## src/rtl/wb_write_arbiter.sv

```systemverilog
// Register-file write-port arbiter: pipeline writeback has priority, late multi-cycle results queue in a small FIFO.
// Optional macro WB_BYPASS_EN: an accepted late result goes straight to the write port when nothing else competes.
module wb_write_arbiter #(
    parameter int DW           = 32,
    parameter int AW           = 5,
    parameter int DEPTH        = 4,
    parameter int STARVE_LIMIT = 8
) (
    input  logic          clk,
    input  logic          rst_n,
    input  logic          pipe_we,
    input  logic [AW-1:0] pipe_waddr,
    input  logic [DW-1:0] pipe_wdata,
    output logic          pipe_stall,
    input  logic          mc_valid,
    output logic          mc_ready,
    input  logic [AW-1:0] mc_waddr,
    input  logic [DW-1:0] mc_wdata,
    input  logic [AW-1:0] chk_addr1,
    input  logic [AW-1:0] chk_addr2,
    output logic          chk_busy1,
    output logic          chk_busy2,
    output logic          we,
    output logic [AW-1:0] waddr,
    output logic [DW-1:0] wdata,
    output logic          waw_err
);
    localparam int PW = $clog2(DEPTH);
    localparam int CW = $clog2(DEPTH + 1);
    localparam int SW = $clog2(STARVE_LIMIT + 1);
    localparam logic [CW-1:0] FULL_CNT    = CW'(DEPTH);
    localparam logic [SW-1:0] STARVE_LAST = SW'(STARVE_LIMIT - 1);

    logic [AW-1:0]    fifo_addr [DEPTH];
    logic [DW-1:0]    fifo_data [DEPTH];
    logic [DEPTH-1:0] fifo_vld;
    logic [PW-1:0]    rd_ptr;
    logic [PW-1:0]    wr_ptr;
    logic [CW-1:0]    count;
    logic [SW-1:0]    starve_cnt;

    logic fifo_empty;
    logic accept;
    logic pipe_sel;
    logic pop;
    logic push;
    logic bypass;
    logic hit1;
    logic hit2;
    logic waw_hit;

    assign fifo_empty = (count == '0);
    assign mc_ready   = (count != FULL_CNT);
    assign accept     = mc_valid && mc_ready;
    // A pipe write offered during the forced-drain slot is ignored.
    assign pipe_sel   = pipe_we && (pipe_waddr != '0) && !pipe_stall;
    assign pop        = !pipe_sel && !fifo_empty;

`ifdef WB_BYPASS_EN
    assign bypass = accept && (mc_waddr != '0) && fifo_empty && !pipe_sel;
`else
    assign bypass = 1'b0;
`endif

    // Writes to r0 are accepted but never queued.
    assign push = accept && (mc_waddr != '0) && !bypass;

    always_comb begin
        hit1    = 1'b0;
        hit2    = 1'b0;
        waw_hit = 1'b0;
        for (int i = 0; i < DEPTH; i++) begin
            if (fifo_vld[i] && (fifo_addr[i] == chk_addr1)) hit1 = 1'b1;
            if (fifo_vld[i] && (fifo_addr[i] == chk_addr2)) hit2 = 1'b1;
            if (fifo_vld[i] && (fifo_addr[i] == pipe_waddr)) waw_hit = 1'b1;
        end
        if (push && (mc_waddr == chk_addr1)) hit1 = 1'b1;
        if (push && (mc_waddr == chk_addr2)) hit2 = 1'b1;
    end

    assign chk_busy1 = (chk_addr1 != '0) && hit1;
    assign chk_busy2 = (chk_addr2 != '0) && hit2;

    always_ff @(posedge clk or negedge rst_n) begin
        if (!rst_n) begin
            rd_ptr   <= '0;
            wr_ptr   <= '0;
            count    <= '0;
            fifo_vld <= '0;
        end else begin
            if (pop) begin
                rd_ptr           <= rd_ptr + 1'b1;
                fifo_vld[rd_ptr] <= 1'b0;
            end
            if (push) begin
                wr_ptr           <= wr_ptr + 1'b1;
                fifo_vld[wr_ptr] <= 1'b1;
            end
            count <= count + CW'(push) - CW'(pop);
        end
    end

    always_ff @(posedge clk) begin
        if (push) begin
            fifo_addr[wr_ptr] <= mc_waddr;
            fifo_data[wr_ptr] <= mc_wdata;
        end
    end

    // Long runs of pipe writes with work queued earn the FIFO one guaranteed drain slot.
    always_ff @(posedge clk or negedge rst_n) begin
        if (!rst_n) begin
            starve_cnt <= '0;
            pipe_stall <= 1'b0;
        end else begin
            pipe_stall <= 1'b0;
            if (pipe_sel && !fifo_empty) begin
                if (starve_cnt == STARVE_LAST) begin
                    starve_cnt <= '0;
                    pipe_stall <= 1'b1;
                end else begin
                    starve_cnt <= starve_cnt + 1'b1;
                end
            end else begin
                starve_cnt <= '0;
            end
        end
    end

    always_ff @(posedge clk or negedge rst_n) begin
        if (!rst_n) begin
            we      <= 1'b0;
            waddr   <= '0;
            wdata   <= '0;
            waw_err <= 1'b0;
        end else begin
            if (pipe_sel) begin
                we    <= 1'b1;
                waddr <= pipe_waddr;
                wdata <= pipe_wdata;
            end else if (pop) begin
                we    <= 1'b1;
                waddr <= fifo_addr[rd_ptr];
                wdata <= fifo_data[rd_ptr];
            end else if (bypass) begin
                we    <= 1'b1;
                waddr <= mc_waddr;
                wdata <= mc_wdata;
            end else begin
                we <= 1'b0;
            end
            if (pipe_sel && waw_hit) waw_err <= 1'b1;
        end
    end
endmodule
```

## config.mk

```make
export PLATFORM = sky130hd
export DESIGN_NAME = wb_write_arbiter
export DESIGN_NICKNAME = d
export VERILOG_FILES = /design/src/rtl/wb_write_arbiter.sv
export SDC_FILE = /design/constraint.sdc
export NUM_CORES = 1
export LEC_CHECK = 0
export CAP_MARGIN = 20
export CORE_MARGIN = 5
export CORE_UTILIZATION = 30
export DETAILED_ROUTE_END_ITERATION = 6
export PLACE_DENSITY = 0.59
export SYNTH_ARGS = -nofsm -noshare
export SYNTH_HDL_FRONTEND = slang
export SYNTH_SLANG_ARGS = --single-unit
export TNS_END_PERCENT = 1
```

## constraint.sdc

```tcl
create_clock -name clk -period 4 [get_ports clk]
set_clock_uncertainty 0.1 [all_clocks]
set_input_delay 1 -clock clk [delete_from_list [all_inputs] [get_ports clk]]
set_output_delay 1 -clock clk [all_outputs]
set_load 0.02 [all_outputs]
```

==> results.md, run 1 <==
Setup path:
- The signal on the critical path passes through clkdlybuf4s50_1 > or4_1 > o211a_1 > nand4_1 > nor3_1 > o22a_1 > clkdlybuf4s15_1.
- For this design, the slowest cell found on the critical path is sky130_fd_sc_hd__or4_1.
- The class of the most critical setup path is in2out.
- STA classifies the critical path endpoint as an output pin.
- The register-to-register setup slack is ~1400 ps.
- The kind of start point of the critical path is a primary input.
- On the worst path, the slowest cell contributes a delay of between 500 and 600 ps.
- The critical path arrival is ~2800 ps.
- Along the worst path, the maximum fanout reaches 3.
- The critical path data required time is 2900 ps.

Timing:
- The actual transition at the worst max-transition pin is between 600 and 700 ps.
- Setup repair after global routing left no endpoint under its margin.
- The post-route clock period utilization is 0.974.
- Headroom to the max-slew limit came out at 0.546.
- Setup violations remaining at the end of the flow were counted as 0.
- The number of hold violations in the final report came to 0.
- Final hold analysis gives a worst-case slack of about 300 ps.
- The number of max-slew violations in the final report was 0.
- Derived from the worst setup path, the maximum achievable clock frequency is 257 MHz.
- The least setup slack across all paths after layout is between 100 and 150 ps.
- The final critical delay including setup and external delays is about 3900 ps.

GRT:
- Across every metal layer, demand over resource in global routing totals 0.123.
- The initial antenna violation count was 0.
- The maximum number of pins on one net before global-route repair is between 40 and 50.
- The via count of the first global-routing pass came to around 5500.
- The final global-route overflow total is 0.
- The first global-routing pass estimated 32.7 mm of wire.

Status:
- The run finished with clean final reports.

Die:
- Pin placement for this block handled approximately 130 I/O pins.
- The floorplan die width is 184 um.
- The total die area is ~34000 um^2.
- Measured along the y axis, the die boundary spans 184 um.
- For this configuration, the core starts out at a cell density of 0.305.
- After floorplanning, the core was divided into 63 placement rows.
- The placeable core region is slightly below 30000 um^2.

Routing:
- For this run, design rule violations remaining after detail routing come to 0.
- The count of vias placed by the detailed router is between 5000 and 6000.
- The residual antenna-violating net count after detailed routing is 0.
- The routed length per placed instance is roughly 19 um.
- The vias per cell is 4.59.
- For this block, the initial DRC count from the detailed router was around 240.
- The number of iterations in the first detailed-routing pass is 4.
- The total routed wirelength is between 20 and 25 mm.

Pwr:
- The power density of the placed cells is roughly 670 nW/um^2.
- The share of total power dissipated in combinational logic is 0.321.
- The share of total power dissipated in sequential elements is 0.407.
- The internal power of the cells totals 5.42 mW.
- Of the total power, the share spent switching nets is 0.314.
- In this run the static leakage power is between 4 and 5 nW.
- The design draws about 7.9 mW.
- The switching power summed over all nets is ~2.5 mW.
- The worst ir drop on vdd is 0.403 mV.
- The share of total power dissipated in the clock network is 0.272.

Logic synthesis:
- The count of unique library cells instantiated by Yosys is 43.
- The count of synthesis-stage warnings from yosys is 0.
- After synthesis, the share of flip-flops with an asynchronous set or reset is 0.271.
- The primary flip-flop cell chosen by synthesis mapping is sky130_fd_sc_hd__edfxtp_1.
- In this run the mean area of a mapped cell was 16.4 um^2.
- Counting every instance in the synthesized netlist gives around 550.
- The synthesized design contains 148 enable-type register cells.
- The post-synthesis net count is 652.
- Summing every instance area after synthesis gives 9090 um^2.
- The number of synthesized register bits is 203.
- For this run, the register share of the synthesized area comes to 0.640.

Clocking:
- The clock insertion delay at the later pin of the skew report is 500 ps.
- In this run the clock root is driven by a sky130_fd_sc_hd__clkbuf_16.
- TritonCTS created 24 clock buffers.
- For this design, the sink count on the clock tree is roughly 200.
- The clock input transition at the sequential cells of the worst setup and hold paths is approximately 60 ps.
- After clock tree synthesis, the flow added hold-fix buffers numbering 0.
- The deepest clock path buffer count is 3.
- The TritonCTS clock tree is built.
- After clock tree synthesis, the setup repair step added 0 buffers.
- CTS built an H-tree with a depth of 1.

Cells and area:
- The final-stage net count is 809.
- The share of post-route cells with drive strength above 1 is 0.265.
- After filler insertion, the fill cell instance count of the layout stands at 2793.
- The area growth from synthesis to layout is 29.8%.
- The final instance area is about 12000 um^2.
- The repair_antennas step left the layout with diodes totalling 0.
- The sequential cell area in the final layout is 5820 um^2.
- The number of cells in the finished layout apart from fillers is about 1100.
- The area used by multi-input combinational logic is roughly 3000 um^2.

Worst hold path:
- In this run the worst hold path is classified as in2async.

Placed design:
- The number of buffers inserted by port buffering is between 100 and 150.
- After legalization and detailed placement, the total HPWL measured 14.3 mm.
- The last weighted congestion value of the routability-driven placer is about 0.84.
- Once placement finished, the instance area stood at 11000 um^2.
- In this run, placement finished with an instance count of between 1000 and 1500.
- The post-place setup slack is -172 ps.

Job:
- The tool flagged a number of max-cap violations equal to 0.
layout by cell type (no fill, tap or decap), types with 3 or more instances in the layout:
cell                              count
sky130_fd_sc_hd__xor2_1              53
sky130_fd_sc_hd__o21ai_2             32
sky130_fd_sc_hd__clkinv_2             6
sky130_fd_sc_hd__ha_1                10
sky130_fd_sc_hd__edfxtp_1           148
sky130_fd_sc_hd__xnor2_1             23
sky130_fd_sc_hd__clkbuf_8             3
sky130_fd_sc_hd__buf_12               8
sky130_fd_sc_hd__nor4_1              12
sky130_fd_sc_hd__nor2b_1              3
sky130_fd_sc_hd__a21o_1               4
sky130_fd_sc_hd__buf_4               29
sky130_fd_sc_hd__clkinvlp_4           3
sky130_fd_sc_hd__or4_1                3
sky130_fd_sc_hd__dfrtp_1             53
sky130_fd_sc_hd__mux2i_1             35
sky130_fd_sc_hd__nor2_1               7
sky130_fd_sc_hd__mux4_2              37
sky130_fd_sc_hd__clkdlybuf4s50_1    126
sky130_fd_sc_hd__nand2_2             32
sky130_fd_sc_hd__clkbuf_16           26
sky130_fd_sc_hd__nor3_1               6
sky130_fd_sc_hd__and2_2               4
sky130_fd_sc_hd__nand4_1              4
sky130_fd_sc_hd__nand3_1             13
sky130_fd_sc_hd__a21oi_1              4
sky130_fd_sc_hd__inv_1                7
sky130_fd_sc_hd__nand2_1              7
synth_stat cells, drive strengths merged (5+ instances only):
| master | count | area share |
|---|---|---|
| nand2 | 39 | 0.025 |
| ha | 10 | 0.014 |
| nor4 | 12 | 0.0083 |
| nand3 | 13 | 0.0072 |
| clkbuf | 18 | 0.0087 |
| xnor2 | 23 | 0.022 |
| edfxtp | 148 | 0.49 |
| and2 | 5 | 0.0037 |
| dfrtp | 55 | 0.15 |
| nor2 | 7 | 0.0029 |
| nor3 | 6 | 0.0033 |
| mux2i | 35 | 0.039 |
| buf | 18 | 0.020 |
| xor2 | 53 | 0.051 |
| mux4 | 37 | 0.092 |
| inv | 8 | 0.0033 |
| o21ai | 35 | 0.034 |
routing by layer:
layer / up-vias / GRT usage / share of wire
met3: 36 / 0.0293 / 0.057
met2: 125 / 0.204 / 0.48
met5: - / 0 / 0
met4: 0 / 0.0266 / 0.018
li1: 2401 / - / -
met1: 2566 / 0.166 / 0.44
flip-flops by register name, summed over array words and instances (netlist names):
register and count:
wdata 32, pipe_stall 1, fifo_addr 20, we 1, wr_ptr 2, fifo_data 128, starve_cnt 4, waw_err 1
fifo_vld 4, waddr 5, count 3, rd_ptr 2
per-stage QoR:
stage	setup TNS, ps	utilization
after detailed placement	-318	0.369
after CTS	0	0.395
final	0	0.396
after global placement	-320	0.369
after global routing	0	0.396
after floorplan	0	-
critical path: cells and delay by family:
kind                   cells  cell delay, ps
buffers and inverters      2             700
AND/OR/NAND/NOR            3             650
AO/OA/AOI/OAI              2             450
logic make-up (layout without fill, tap and decap cells):
kind of cell | Yosys count | in the layout | share of synthesized area
xor gates and xnor gates | 76 | 76 | 0.0732
buffers and inverters | 44 | 219 | 0.0315
and+or+nand+nor | 96 | 96 | 0.0614
muxes | 74 | 74 | 0.133
AOI/OAI and AO/OA | 49 | 49 | 0.0450
DFF | 203 | 203 | 0.640
adders and majority gates | 11 | 11 | 0.0160
final timing paths:
path	startpoint	end	depth (start not counted)
max	mc_waddr[1]	chk_busy2	7
min	rst_n	waddr[2]	1
max reg2reg	count[1]	count[2]	9
min reg2reg	waw_err	waw_err	1
max in group asynchronous	rst_n	rd_ptr[0]	2
min in group clk	waw_err	waw_err	1
power groups by stage:
stage               combinational, mW  sequential [mW]  clock, mW
CTS                              2.61             3.22       2.22
floorplan                        1.43             3.37          0
global route                     2.76             3.27       2.31
finish                           2.54             3.21       2.15
global placement                 2.58             3.25          0
detailed placement               2.60             3.26          0
cell type report:
class | count | area share
inverters | 8 | 0.00255
repair buffers | 167 | 0.141
well taps | 390 | 0.0414
multi-input cells | 306 | 0.253
clock buffers | 31 | 0.0593
clock inverters | 13 | 0.00838
flip-flops and latches | 203 | 0.494
timing repair:
action,CTS,global route
resized for setup,3,3
setup endpoints to repair,2,1
pin swaps,0,1
No activity file was read; power rests on OpenSTA's default activity.
==> run 2: changes to the inputs <==
CAP_MARGIN = default   (was 20)
SLEW_MARGIN = 20   (was default)
==> results.md, run 2 (synthesized netlist as in run 1, its figures left out) <==
Setup path:
- The kind of start point of the critical path is a primary input.
- The endpoint class of the critical path is an output pin.
- The maximum fanout along the worst path is 3.
- The class of the most critical setup path is in2out.
- In this design, the stage delay of the slowest critical-path cell is 520 ps.
- The critical path goes through clkdlybuf4s50_1 > or4_1 > o211a_1 > nand4_1 > nor3_1 > o22a_1 > clkdlybuf4s15_1.
- For the worst setup path, the data required time is 2900 ps.
- The slowest cell on the critical path is sky130_fd_sc_hd__or4_1.
- For the worst setup path, the data arrival time is between 2000 and 3000 ps.

Cells and area:
- In the layout the commonest cells are 148 x sky130_fd_sc_hd__edfxtp_1, 126 x sky130_fd_sc_hd__clkdlybuf4s50_1, 53 x sky130_fd_sc_hd__xor2_1, 53 x sky130_fd_sc_hd__dfrtp_1, 37 x sky130_fd_sc_hd__mux4_2.
- Compared with the post-synthesis result, the final layout area differs by 29.6%.
- The antenna diode count is 0.
- The share of post-route cells with drive strength above 1 is 0.264.
- The largest registers in the layout are fifo_data: 128 flops, wdata: 32 flops, fifo_addr: 20 flops.
- The final-stage net count is roughly 810.
- After the flow finishes, the layout carries non-filler instances totaling 1117.
- Counting flops per register, the top entry is fifo_data.
- The register with the most flip-flops in the layout has between 100 and 150 of them.
- The leading cell type in the layout, fill and taps excluded is sky130_fd_sc_hd__edfxtp_1.
- After filler insertion, the fill cell instance count of the layout stands at 2794.
- The final instance area is about 12000 um^2.

GRT:
- Entering global routing, the biggest net connects between 40 and 50 pins.
- After global routing the overflow that remains totals 0.
- The global-route total usage across every layer is 0.123.
- The initial antenna violation count is 0.
- The first global-routing pass estimated about 33 mm of wire.
- The via count of the first global-routing pass was between 5000 and 6000.

Timing:
- Setup repair after global routing left no endpoint under its margin.
- The number of max-slew violations in the final report is 0.
- The actual transition at the worst max-transition pin is between 600 and 700 ps.
- The number of hold violations in the final report was 0.
- In the finished design, the share of the clock period the worst path needs comes to 0.974.
- The worst slew slack as a fraction of its limit is 0.547.
- The final critical delay including setup and external delays is 3900 ps.
- The highest clock frequency the design can meet is 257 MHz.
- Setup violations remaining at the end of the flow were counted as 0.

Routing:
- The number of iterations in the first detailed-routing pass is 4.
- The residual antenna-violating net count after detailed routing is 0.
- The detailed router used layers up to and including met4.
- The total routed wirelength is about 21 mm.
- Dividing the detail-routed wire length by the instance count gives between 15 and 20 um.
- For this block, the initial DRC count from the detailed router was around 210.
- The wire length on met3 is around 1.3 mm.
- In the routed design, unresolved DRC markers number 0.
- The count of vias placed by the detailed router is a little over 5000.
- Detailed routing placed a total of roughly 10 mm of wire on met2.
- The met1 wire length is between 9 and 10 mm.
- Using the TritonRoute via totals, the vias-per-cell ratio works out to roughly 4.6.

Die:
- The initial core utilization is 0.305.
- The number of core rows is 63.
- The die covers 33900 um^2.
- The top-level I/O count is 131.
- The height of the chip is about 180 um.
- The floorplan die width is around 180 um.
- The core region is 29800 um^2.

Clocking:
- The clock input transition at the sequential cells of the worst setup and hold paths is 60 ps.
- TritonCTS built the clock tree.
- The CTS sink count is a little over 200.
- The number of clock buffers added by TritonCTS is 24.
- CTS built an H-tree with a depth of 1.
- The later pin in the worst-skew pair is clocked with a latency of 500 ps.
- The root buffer cell chosen for the clock tree is sky130_fd_sc_hd__clkbuf_16.
- The deepest clock path buffer count is 3.

Placed design:
- After detailed placement, the design holds a cell count of 1073.
- The number of buffers inserted by port buffering is 130.
- Detailed placement ended at an HPWL of 14.3 mm.
- The last weighted congestion value of the routability-driven placer is about 0.84.
- In this run the cell area measured after placement is between 10000 and 15000 um^2.

Pwr:
- The power density of the placed cells is between 600 and 700 nW/um^2.
- The post-layout total power is between 7 and 8 mW.
- In this run the static leakage power is ~4.2 nW.
- VDD sags by at most just over 0.4 mV.

Worst hold path:
- The worst min-delay path class is reg2reg.

Status:
- The flow ran to the end, and the final reports show no timing, DRC or antenna violations.

Job:
- The max-capacitance violation count is 0.
## run 2: metal layers
layer / global-route usage / up-vias
met5: 0 / -
met4: 0.0266 / 0
met1: 0.166 / 2542
met3: 0.0293 / 34
met2: 0.204 / 131
li1: - / 2403
## run 2: worst max-delay path, delay by kind of cell
| kind | cells | cell delay, ps |
|---|---|---|
| compound gates | 2 | 450 |
| buf+inv | 2 | 700 |
| simple gates | 3 | 650 |
## run 2: cell type report
cell class / instances / area, um^2 / share of cell area
multi-input combinational: 306 / 2990 / 0.254
clock buffer: 31 / 699 / 0.0594
clock inverter: 13 / 98.8 / 0.00839
inverter: 8 / 30.0 / 0.00255
timing repair buffer: 166 / 1650 / 0.140
sequential: 203 / 5820 / 0.494
tap: 390 / 488 / 0.0414
## run 2: where the power goes
part	leakage, nW	total, mW	switching (mW)	internal (mW)
Clock	0.390	2.14	0.846	1.30
Combinational	1.83	2.53	1.26	1.27
Sequential	2.00	3.21	0.363	2.85
Total	4.22	7.89	2.47	5.42
## run 2: final timing paths
| path | from | end | slack (ps) | cells after the start |
|---|---|---|---|---|
| setup / recovery | mc_waddr[1] | chk_busy2 | 100 | 7 |
| hold / removal | waw_err | waw_err | 380 | 1 |
| setup reg to reg | count[1] | count[2] | 1440 | 9 |
| hold reg to reg | waw_err | waw_err | 380 | 1 |
| max in group asynchronous | rst_n | count[0] | 2830 | 2 |
| min in group asynchronous | rst_n | waddr[2] | 390 | 1 |
## run 2: repair_timing
item / CTS / global route
setup buffers: 0 / 0
endpoints found under the setup margin: 2 / 1
resized for setup: 3 / 3
pin swaps: 0 / 1
hold buffers: 0 / 0
## run 2: metrics by stage
| stage | hold slack, ps | TNS [ps] | util | worst slack (ps) |
|---|---|---|---|---|
| floorplan | 340 | 0 | - | 604 |
| global placement | 364 | -320 | 0.369 | -182 |
| detailed placement | 367 | -318 | 0.369 | -172 |
| CTS | 383 | 0 | 0.395 | 51.0 |
| global route | 395 | 0 | 0.395 | 14.0 |
| finish | 377 | 0 | 0.395 | 104 |
